--- config.mk ---
export PLATFORM = sky130hd
export DESIGN_NAME = mem_burst_arbiter_flat
export DESIGN_NICKNAME = d
export VERILOG_FILES = /design/src/rtl/mem_burst_arbiter_if.sv /design/src/rtl/mem_burst_arbiter.sv /design/src/flat_wrapper.sv
export SDC_FILE = /design/constraint.sdc
export NUM_CORES = 1
export LEC_CHECK = 0
export ABC_CLOCK_PERIOD_IN_PS = 7800
export CORE_AREA = 2 2 161 163
export CTS_BUF_LIST = sky130_fd_sc_hd__clkbuf_8
export DETAILED_ROUTE_END_ITERATION = 8
export DIE_AREA = 0 0 163 165
export PLACE_DENSITY = 0.57
export REMOVE_ABC_BUFFERS = 1
export SLEW_MARGIN = 40
export SYNTH_ARGS = -nofsm -noshare
export SYNTH_HDL_FRONTEND = slang
export SYNTH_SLANG_ARGS = --single-unit
--- constraint.sdc ---
create_clock -name clk -period 7.8 [get_ports clk]
set_input_delay 0.78 -clock clk [delete_from_list [all_inputs] [get_ports clk]]
set_output_delay 0.78 -clock clk [all_outputs]
set_load 0.02 [all_outputs]
--- src/rtl/mem_burst_arbiter_if.sv ---
// Requester, response and main-memory signals of the burst arbiter.
// master = the arbiter itself, slave = the requester/memory side.
interface mem_burst_arbiter_if #(
  parameter int NUM_REQ = 4
) ();
  logic [NUM_REQ-1:0]       req_valid;
  logic [NUM_REQ-1:0]       req_rw;
  logic [NUM_REQ-1:0][31:0] req_addr;
  logic [NUM_REQ-1:0][31:0] req_wdata;
  logic [NUM_REQ-1:0]       grant;
  logic [NUM_REQ-1:0]       rsp_valid;
  logic                     rsp_last;
  logic [31:0]              rsp_rdata;
  logic [NUM_REQ-1:0]       rsp_err;
  logic                     mem_request;
  logic [31:0]              mem_address;
  logic                     mem_rw;
  logic [31:0]              mem_data_in;
  logic                     mem_ready;
  logic [31:0]              mem_data_out;

  modport master (
    input  req_valid, req_rw, req_addr, req_wdata, mem_ready, mem_data_out,
    output grant, rsp_valid, rsp_last, rsp_rdata, rsp_err,
           mem_request, mem_address, mem_rw, mem_data_in
  );

  modport slave (
    output req_valid, req_rw, req_addr, req_wdata, mem_ready, mem_data_out,
    input  grant, rsp_valid, rsp_last, rsp_rdata, rsp_err,
           mem_request, mem_address, mem_rw, mem_data_in
  );
endinterface

--- src/rtl/mem_burst_arbiter.sv ---
// Round-robin arbiter putting NUM_REQ cache controllers onto one burst memory port,
// sequencing each granted burst of BURST_LEN beats with a stall watchdog.
module mem_burst_arbiter #(
  parameter int NUM_REQ   = 4,
  parameter int BURST_LEN = 4,
  parameter int TIMEOUT   = 64
) (
  input logic               clk,
  input logic               reset,
  mem_burst_arbiter_if.master bus
);
  localparam int IW = (NUM_REQ > 1) ? $clog2(NUM_REQ) : 1;
  localparam int BW = $clog2(BURST_LEN + 1);
  localparam int WW = $clog2(TIMEOUT + 1);

  typedef enum logic [1:0] {IDLE, ISSUE, BEAT, DONE} state_t;

  state_t             state, state_nx;
  logic [IW-1:0]      rr_ptr, owner, pick;
  logic               pick_vld;
  logic [BW-1:0]      beat_cnt;
  logic [WW-1:0]      wd_cnt;
  logic [NUM_REQ-1:0] grant, rsp_valid, rsp_err;
  logic               rsp_last;
  logic [31:0]        rsp_rdata, mem_address;
  logic               mem_rw;
  logic               last_beat, wd_hit;

  assign last_beat = (beat_cnt == BW'(BURST_LEN - 1));
  // wd_cnt counts stalls already seen; this stall is the one that brings it to TIMEOUT-1
  assign wd_hit    = (wd_cnt == WW'(TIMEOUT - 2));

  // First requester at or after rr_ptr, with wrap; lowest offset wins as it is written last
  always_comb begin
    pick     = '0;
    pick_vld = 1'b0;
    for (int k = NUM_REQ - 1; k >= 0; k--) begin
      if (bus.req_valid[IW'((int'(rr_ptr) + k) % NUM_REQ)]) begin
        pick     = IW'((int'(rr_ptr) + k) % NUM_REQ);
        pick_vld = 1'b1;
      end
    end
  end

  always_ff @(posedge clk or posedge reset) begin
    if (reset) state <= IDLE;
    else       state <= state_nx;
  end

  always_comb begin
    state_nx = state;
    unique case (state)
      IDLE:    if (pick_vld) state_nx = ISSUE;
      ISSUE:   state_nx = BEAT;
      BEAT:    if (bus.mem_ready ? last_beat : wd_hit) state_nx = DONE;
      DONE:    state_nx = IDLE;
      default: state_nx = IDLE;
    endcase
  end

  always_ff @(posedge clk or posedge reset) begin
    if (reset) begin
      rr_ptr      <= '0;
      owner       <= '0;
      beat_cnt    <= '0;
      wd_cnt      <= '0;
      grant       <= '0;
      rsp_valid   <= '0;
      rsp_err     <= '0;
      rsp_last    <= 1'b0;
      rsp_rdata   <= '0;
      mem_address <= '0;
      mem_rw      <= 1'b0;
    end else begin
      rsp_valid <= '0;
      rsp_err   <= '0;
      rsp_last  <= 1'b0;
      unique case (state)
        IDLE: if (pick_vld) begin
          grant       <= NUM_REQ'(1) << pick;
          owner       <= pick;
          mem_address <= bus.req_addr[pick];
          mem_rw      <= bus.req_rw[pick];
        end
        ISSUE: begin
          beat_cnt <= '0;
          wd_cnt   <= '0;
        end
        BEAT: begin
          if (bus.mem_ready) begin
            rsp_valid <= grant;
            rsp_last  <= last_beat;
            if (!mem_rw) rsp_rdata <= bus.mem_data_out;
            beat_cnt  <= beat_cnt + 1'b1;
            wd_cnt    <= '0;
          end else if (wd_hit) begin
            rsp_err <= grant;
          end else begin
            wd_cnt <= wd_cnt + 1'b1;
          end
        end
        DONE: begin
          grant  <= '0;
          rr_ptr <= (owner == IW'(NUM_REQ - 1)) ? '0 : owner + 1'b1;
        end
        default: ;
      endcase
    end
  end

  assign bus.grant       = grant;
  assign bus.rsp_valid   = rsp_valid;
  assign bus.rsp_last    = rsp_last;
  assign bus.rsp_rdata   = rsp_rdata;
  assign bus.rsp_err     = rsp_err;
  assign bus.mem_request = (state == ISSUE);
  assign bus.mem_address = mem_address;
  assign bus.mem_rw      = mem_rw;
  assign bus.mem_data_in = (|grant) ? bus.req_wdata[owner] : '0;
endmodule

--- src/flat_wrapper.sv ---
// flat-port wrapper written by rule: the top's interface ports become plain ports
module mem_burst_arbiter_flat 
#(
  parameter int NUM_REQ   = 4,
  parameter int BURST_LEN = 4,
  parameter int TIMEOUT   = 64
)
  (clk, reset, bus_req_valid, bus_req_rw, bus_req_addr, bus_req_wdata, bus_mem_ready, bus_mem_data_out, bus_grant, bus_rsp_valid, bus_rsp_last, bus_rsp_rdata, bus_rsp_err, bus_mem_request, bus_mem_address, bus_mem_rw, bus_mem_data_in);
  mem_burst_arbiter_if #(.NUM_REQ(NUM_REQ)) bus_i ();
  input logic clk;
  input logic reset;
  input wire logic [$bits(bus_i.req_valid)-1:0] bus_req_valid;
  input wire logic [$bits(bus_i.req_rw)-1:0] bus_req_rw;
  input wire logic [$bits(bus_i.req_addr)-1:0] bus_req_addr;
  input wire logic [$bits(bus_i.req_wdata)-1:0] bus_req_wdata;
  input wire logic [$bits(bus_i.mem_ready)-1:0] bus_mem_ready;
  input wire logic [$bits(bus_i.mem_data_out)-1:0] bus_mem_data_out;
  output wire logic [$bits(bus_i.grant)-1:0] bus_grant;
  output wire logic [$bits(bus_i.rsp_valid)-1:0] bus_rsp_valid;
  output wire logic [$bits(bus_i.rsp_last)-1:0] bus_rsp_last;
  output wire logic [$bits(bus_i.rsp_rdata)-1:0] bus_rsp_rdata;
  output wire logic [$bits(bus_i.rsp_err)-1:0] bus_rsp_err;
  output wire logic [$bits(bus_i.mem_request)-1:0] bus_mem_request;
  output wire logic [$bits(bus_i.mem_address)-1:0] bus_mem_address;
  output wire logic [$bits(bus_i.mem_rw)-1:0] bus_mem_rw;
  output wire logic [$bits(bus_i.mem_data_in)-1:0] bus_mem_data_in;
  assign bus_i.req_valid = bus_req_valid;
  assign bus_i.req_rw = bus_req_rw;
  assign bus_i.req_addr = bus_req_addr;
  assign bus_i.req_wdata = bus_req_wdata;
  assign bus_i.mem_ready = bus_mem_ready;
  assign bus_i.mem_data_out = bus_mem_data_out;
  assign bus_grant = bus_i.grant;
  assign bus_rsp_valid = bus_i.rsp_valid;
  assign bus_rsp_last = bus_i.rsp_last;
  assign bus_rsp_rdata = bus_i.rsp_rdata;
  assign bus_rsp_err = bus_i.rsp_err;
  assign bus_mem_request = bus_i.mem_request;
  assign bus_mem_address = bus_i.mem_address;
  assign bus_mem_rw = bus_i.mem_rw;
  assign bus_mem_data_in = bus_i.mem_data_in;
  mem_burst_arbiter #(.NUM_REQ(NUM_REQ), .BURST_LEN(BURST_LEN), .TIMEOUT(TIMEOUT)) u_core (.clk(clk), .reset(reset), .bus(bus_i));
endmodule
## Word-level counts from Yosys, hierarchy flattened

Index checks and enable logic that the tools add are counted.

- Input bits: 299
- Output and inout port bits: 111
- Bits in registers: 94
- Word-level logic and storage cells: 92

- Equal/unequal tests: 10
- Order comparisons: 6
- $add $sub $neg: 6
- Shift operators: 1
- Bitwise logic cells: 1
- Reductions and logical operators: 10
- Mux-type cells: 46

Operators with widths:

| cell | number |
|---|---|
| $bmux 32 s2 | 2 |
| $mux 32 | 3 |
| $mux 4 | 6 |
| $lt 2x4->1 const B | 4 |
| $mux 1 | 16 |
| $mux 2 | 7 |
| $mux 7 | 2 |
| $pmux 7 s2 | 1 |
| $bmux 1 s2 | 5 |
| $reduce_and 2->1 | 5 |
| $pmux 2 s4 | 1 |
| $pmux 4 s2 | 1 |
| $add 7x1->7 const B | 1 |
| $eq 7x6->1 const B | 1 |
| $eq 2x2->1 const B | 3 |
| $lt 2x3->1 const B | 2 |
| $pmux 3 s2 | 1 |
| $add 2x1->2 const B | 2 |
| $add 2x2->2 const B | 2 |
| $ne 2x1->1 const B | 2 |
| $reduce_bool 2->1 | 2 |
| $reduce_or 4->1 | 1 |
| $shl 1x2->4 const A | 1 |
| $add 3x1->3 const B | 1 |
| other kinds (8) | 8 |

## Logic depth before layout (Yosys ltp)

Gate-level depths: netlist of run 1.

- Depth after elaboration: 11
- Gate-level depth with buffers: 7
- Gate-level depth less buffers: 7

## Least setup slack after synthesis of run 1

Ideal clock, no wire load.

- Kind: register to output
- Start point: register u_core.owner[0]
- End point: output port bus_mem_data_in[10]
- Buffers on the path: 2
- Cell stages (with the launch flop): 5
- Data arrival time: 1.538 ns
- Setup slack: 5.482 ns
- Required time: 7.020 ns
- Cell sequence: dfrtp_1 buf_2 buf_2 mux4_2 nor2b_1

- Cells in the longest elaborated chain, start to end: 3

RTL lines:

| element | line | text |
|---|---|---|
| from (decl) | mem_burst_arbiter.sv:19 | `logic [IW-1:0] rr_ptr, owner, pick;` |
| from (signal assigned) | mem_burst_arbiter.sv:81 | `owner <= pick;` |
| $bmux 32 s2 | mem_burst_arbiter.sv:119 | `assign bus.mem_data_in = (\|grant) ? bus.req_wdata[owner] : '0;` |
| $mux 32 (not written as such) | mem_burst_arbiter.sv:119 |  |
| $mux 32 | mem_burst_arbiter.sv:119 |  |
| to (decl) | flat_wrapper.sv:26 | `output wire logic [$bits(bus_i.mem_data_in)-1:0] bus_mem_data_in;` |

Every way passes these cells. The select of a mux whose other input is x is not followed.

## Worst setup path in the final report of run 1

- Start point: register u_core.owner[0]
- End point: output port bus_mem_data_in[2]

Same word-level chain as after synthesis.

==> results.toml, run 1 <==
[status]
status = "completed"

[clock_network]
path_clk_slew_ps = 100
clk_latency_ps = 390
cts_sinks = 94
cts-root-buf = "clkbuf_8"
h-tree-depth = 3
cts_tree = "done"
cts_hold_buffers = 0
cts_buffers = 9
clock_path_buffers = 2
cts_setup_buffers = 0
cts_resized = 0

[synthesis]
ys.flop_type = "dfrtp_1"
yosysWarnings = 0
synth_top_area_share_pct = 41.2
syn_area_per_cell_um2 = 12.0
synth.distinct_cells = 43
synth_area_um2 = 5710
synth_top_cell_by_area = "dfrtp_1"
syn_inst = 477
synth_edf_count = 0
ys_ff_latch = 94
ys_top_cells_by_area = "dfrtp_1 41%, mux4_2 13%, a221oi_2 7.6%"
ys_seq_area_share_pct = 41.2
async_reset_ff_share_pct = 100

[global_route]
grt_pass1_vias = 5795
grt_overflow = 0
grt_util_all_layers_pct = 18.3
grt_max_degree = 58
antenna_found_initial = 7
grt_pass1_wl_mm = 36.0

[critical_path]
worstPathArrival_ps = 2600
crit_fanout = 35
worst_r2r_path_depth = 7
worstSetupStartpointType = "register"
cp.required_ps = 7020
critPathKind = "register to output pin"
critPathSlowestCell = "dfrtp_4"
critPathBufInv = 1
crit_path_end_kind = "output pin"
max_stage_delay_ps = 860
crit_family = "flip-flops"
cp_cell_sequence = "mux4_2 > nor2b_1 > clkdlybuf4s50_1"
crit_cells = 3

[layout]
area_growth_pct = 80.9
fin_util_pct = 41.3
nNetsFinal = 1174
fill_cells = 2460
drive_above_1_share_pct = 14.7

[power_and_ir_drop]
pwr-share-clk_pct = 9.8
power.density_nw_per_um2 = 338
seqPwrFrac_pct = 24.9
power_mw = 3.49
p_leak_nw = 4.05
switchingPower_mw = 1.52
cell_internal_pwr_mw = 1.98
pwr-share-comb_pct = 65.3
irDropWorstVdd_uv = 153
netSwitchingFraction_pct = 43.4

[die]
ios = 410
core_um2 = 25000
die_area_um2 = 26900
die_width_um = 163
die_h_um = 165
fp-row-count = 58
initial_core_util_pct = 22.8

[drt]
drtAntennaViolNets = 0
first_pass_iters = 4
vias = 5575
vias_per_cell = 4.62
drt_wl_total_mm = 25.5
drc = 0
drt_iter0_markers = 233
wl_per_cell_um = 21.1

[timing]
fmax_ghz = 0.295
finalCritPeriodShare_pct = 43.4
setup_viol = 0
final_hold_viol_count = 0
relSlewSlack_pct = 55.7
period_needed_ps = 3380
finalWorstSetupSlack_ps = 4420
rsz0062_at_grt = "no"
fin_skew_ps = 19.2
final.setup.tns_ps = 0
slew_viol_final = 0
tightest_slew_ps = 658

[min_path]
hold_depth = 1
hold_class = "register to register"

[place]
io_buffer_count = 409
pre_cts_slack_ps = 4550
place_congestion = 0.816
dp_hpwl_mm = 20.3

[job]
max-cap-violations = 0
-- sequential cells by signal (all words and copies together) (netlist names) --
signal,flops
u_core.beat_cnt,3
u_core.owner,2
u_core.bus.mem_address,32
u_core.state,2
u_core.bus.rsp_rdata,32
u_core.bus.grant,4
u_core.bus.mem_rw,1
u_core.bus.rsp_err,4
u_core.bus.rsp_last,1
u_core.wd_cnt,7
u_core.rr_ptr,2
u_core.bus.rsp_valid,4
-- cell usage in the layout, fill, tap and decap left out, types with 11 or more instances in the layout --
cell	instances
a221oi_2	29
clkdlybuf4s50_1	409
dfrtp_1	93
mux2_2	32
mux2i_1	34
mux4_2	32
nand2_1	19
nor2_1	40
nor2b_1	33
o21ai_0	11
o22ai_1	34
-- worst paths after layout --
| path | slack (ps) | endpoint | from |
|---|---|---|---|
| worst max-delay path | 4420 | bus_mem_data_in[2] | u_core.owner[0] |
| worst min-delay path | 480 | u_core.wd_cnt[6] | u_core.wd_cnt[6] |
| worst max register to register | 5630 | u_core.bus.mem_address[19] | u_core.state[0] |
| worst min register to register | 480 | u_core.wd_cnt[6] | u_core.wd_cnt[6] |
| max in group asynchronous | 6070 | u_core.owner[0] | reset |
| min in group asynchronous | 750 | u_core.bus.rsp_rdata[1] | reset |
-- stage by stage --
| stage | cells | hold WS [ps] | instance area [um^2] |
|---|---|---|---|
| after detailed placement | 1185 | 462 | 10100 |
| after global routing | 1208 | 529 | 10300 |
| after CTS | 1201 | 478 | 10300 |
| after global placement | 1184 | 454 | 10100 |
| final | 1208 | 483 | 10300 |
| after floorplan | 437 | 441 | 5480 |
-- cell families (layout without fill, tap and decap cells) --
group	after synthesis	in the layout	synth area share, %
muxes	100	100	25.3
xor gates and xnor gates	1	1	0.153
DFF	94	94	41.2
other	0	7	0
and+or+nand+nor	123	123	10.8
buffers and inverters	48	442	4.65
AOI/OAI and AO/OA	102	102	16.0
adders and majority gates	9	9	1.97
-- Yosys cell counts, types with 2 or more instances --
library cell / instances
buf_4: 5
mux2_1: 2
o22ai_1: 34
o41ai_1: 2
o21ai_0: 11
nor3_1: 4
o21ai_1: 3
ha_1: 9
nor2b_1: 34
a22o_1: 3
mux4_2: 32
and3_1: 7
a221oi_1: 4
dfrtp_1: 94
a21oi_1: 5
nor4_1: 2
buf_2: 14
nand2b_1: 6
and2_1: 4
mux2_2: 32
a221oi_2: 29
nand3_1: 3
clkbuf_1: 14
nand2_1: 19
buf_6: 6
mux2i_1: 34
a21boi_0: 2
nor2_1: 40
inv_1: 8
o31ai_1: 2
-- metal layers --
| metal | share of wire (%) | up-vias | global-route usage [%] |
|---|---|---|---|
| li1 | - | 2598 | - |
| met1 | 37 | 2669 | 20.3 |
| met2 | 52 | 275 | 32.7 |
| met3 | 7.6 | 33 | 4.29 |
| met4 | 3.2 | 0 | 9.21 |
| met5 | 0 | - | 0 |
-- final cells by class --
type / count / area [um^2] / area share [%]
sequential: 94 / 2360 / 22.8
tap: 330 / 413 / 4.00
inverter: 8 / 32.5 / 0.315
timing repair buffer: 418 / 4190 / 40.5
antenna: 7 / 17.5 / 0.170
multi-input combinational: 335 / 3120 / 30.2
clock buffer: 9 / 124 / 1.20
clock inverter: 7 / 80.1 / 0.775
-- power by group through the flow --
stage               combinational, mW  clock [mW]  sequential, mW
floorplan                        1.02           0            1.09
global placement                 2.29           0           0.872
detailed placement               2.31           0           0.882
CTS                              2.32       0.358           0.876
global route                     2.43       0.374           0.911
finish                           2.28       0.342           0.871
No activity file was read; power rests on OpenSTA's default activity.
==> run 2: changes to the inputs <==
- ABC_CLOCK_PERIOD_IN_PS: 7800 -> 3200
- CORE_AREA: 2 2 161 163 -> 2 2 158 160
- DIE_AREA: 0 0 163 165 -> 0 0 160 162
- PLACE_DENSITY: 0.57 -> 0.59
- clock period: 7.8 -> 3.2 ns (I/O delays scaled with it)
==> run 2 against run 1 <==
- via count shrank 0.30%
- combinational power grew 150%
- core utilization grew 1.8 points
==> results.toml, run 2 (synthesis results as in run 1) <==
[clock_network]
cts_tree = "done"
cts_hold_buffers = 0
cts_resized = 0
cts_buffers = 9
path_clk_slew_ps = 120
clk_latency_ps = 390
cts-root-buf = "clkbuf_8"
cts_sinks = 94
h-tree-depth = 3
cts_setup_buffers = 0
clock_path_buffers = 2

[timing]
fin_skew_ps = 17.5
fmax_ghz = 0.341
relSlewSlack_pct = 45.1
final.setup.tns_ps = 0
rsz0062_at_grt = "no"
hold_slack_ps = 334
finalCritPeriodShare_pct = 91.5
tightest_slew_ps = 823
final_hold_viol_count = 0
slew_viol_final = 0
setup_viol = 0
period_needed_ps = 2930

[critical_path]
worstSetupStartpointType = "register"
critPathKind = "register to output pin"
critPathBufInv = 2
crit_fanout = 20
crit_path_end_kind = "output pin"
cp.required_ps = 2880
crit_cells = 4
ff2ff_setup_slack_ps = 950
cp_cell_sequence = "buf_12 > mux4_2 > nor2b_1 > clkdlybuf4s50_1"
critPathLaunch = "u_core.owner[0]"
crit_family = "buffers and inverters"
worstPathArrival_ps = 2610
r2r-start = "u_core.state[0]"
max_stage_delay_ps = 710
worst_r2r_path_depth = 5
critPathSlowestCell = "dfrtp_2"

[job]
max-cap-violations = 0

[layout]
area_growth_pct = 81.7
fill_cells = 2371
drive_above_1_share_pct = 15.0
multi_input_area_um2 = 3110
final_cell_mix = "409 x clkdlybuf4s50_1, 93 x dfrtp_1, 40 x nor2_1"
seqCellArea_um2 = 2350
reg_top3 = "u_core.bus.mem_address: 32 flops, u_core.bus.rsp_rdata: 32 flops, u_core.wd_cnt: 7 flops"
fin_util_pct = 43.0
nNetsFinal = 1178
layout_commonest_cell = "clkdlybuf4s50_1"
finalNonFillerCells = 1210

[die]
die_h_um = 162
die_area_um2 = 25900
initial_core_util_pct = 23.7
ios = 410
core_um2 = 24100
fp-row-count = 57
die_width_um = 160

[power_and_ir_drop]
power_mw = 8.56
irDropWorstVdd_uv = 369
power.density_nw_per_um2 = 825
p_leak_nw = 4.07

[global_route]
grt_util_all_layers_pct = 19.4
antenna_found_initial = 11
grt_pass1_vias = 6022
grt_overflow = 0
grt_pass1_wl_mm = 37.4
grt_max_degree = 52

[place]
place_inst = 1183
dp_hpwl_mm = 20.5
io_buffer_count = 409
place_congestion = 0.868

[drt]
vias_per_cell = 4.59
drt_iter0_markers = 232
drt_wl_total_mm = 25.5
vias = 5558
drtAntennaViolNets = 0
wl_per_cell_um = 21.1
first_pass_iters = 5
drc = 0

[status]
status = "completed"

[min_path]
hold_class = "primary input to async pin"
==> run 2: worst reg2reg max path, stage by stage, from the launching register on <==
cell and delay, ps:
dfrtp_1 430, inv_1 90, ha_1 420, nand2_1 190, or2_2 610, mux2_1 430
==> run 2: cell type report <==
class                      instances  share of cell area, %
antenna                           11                  0.265
timing repair buffer             422                   40.9
tap                              324                   3.91
inverter                           8                  0.313
clock buffer                       9                   1.19
clock inverter                     7                  0.772
sequential                        94                   22.7
multi-input combinational        335                   30.0
==> run 2: path summary, 6_finish.rpt <==
| check | end |
|---|---|
| worst min-delay path | u_core.bus.rsp_rdata[25] |
| worst min register to register | u_core.wd_cnt[6] |
| max in group asynchronous | u_core.bus.mem_address[27] |
| min in group clk | u_core.wd_cnt[6] |
| worst max register to register | u_core.bus.rsp_rdata[1] |
| worst max-delay path | bus_mem_data_in[16] |
==> run 2: per-layer routing <==
| layer | vias up | global-route usage, % | share of wire [%] |
|---|---|---|---|
| li1 | 2613 | - | - |
| met1 | 2652 | 20.6 | 37 |
| met2 | 264 | 34.9 | 52 |
| met3 | 29 | 5.85 | 7.6 |
| met4 | 0 | 9.95 | 3.4 |
| met5 | - | 0 | 0 |
==> run 2: metrics by stage <==
stage / worst slack [ps] / instance area [um^2]
after global routing: 96.4 / 10400
after floorplan: -411 / 5480
final: 271 / 10400
after global placement: 641 / 10100
after detailed placement: 582 / 10100
after CTS: 205 / 10300
==> run 2: power breakdown <==
part           leakage, nW  switching (mW)  internal, mW  total, mW
clock network       0.0990           0.514         0.310      0.823
logic                 2.84            2.82          2.84       5.66
registers             1.14           0.373          1.70       2.07
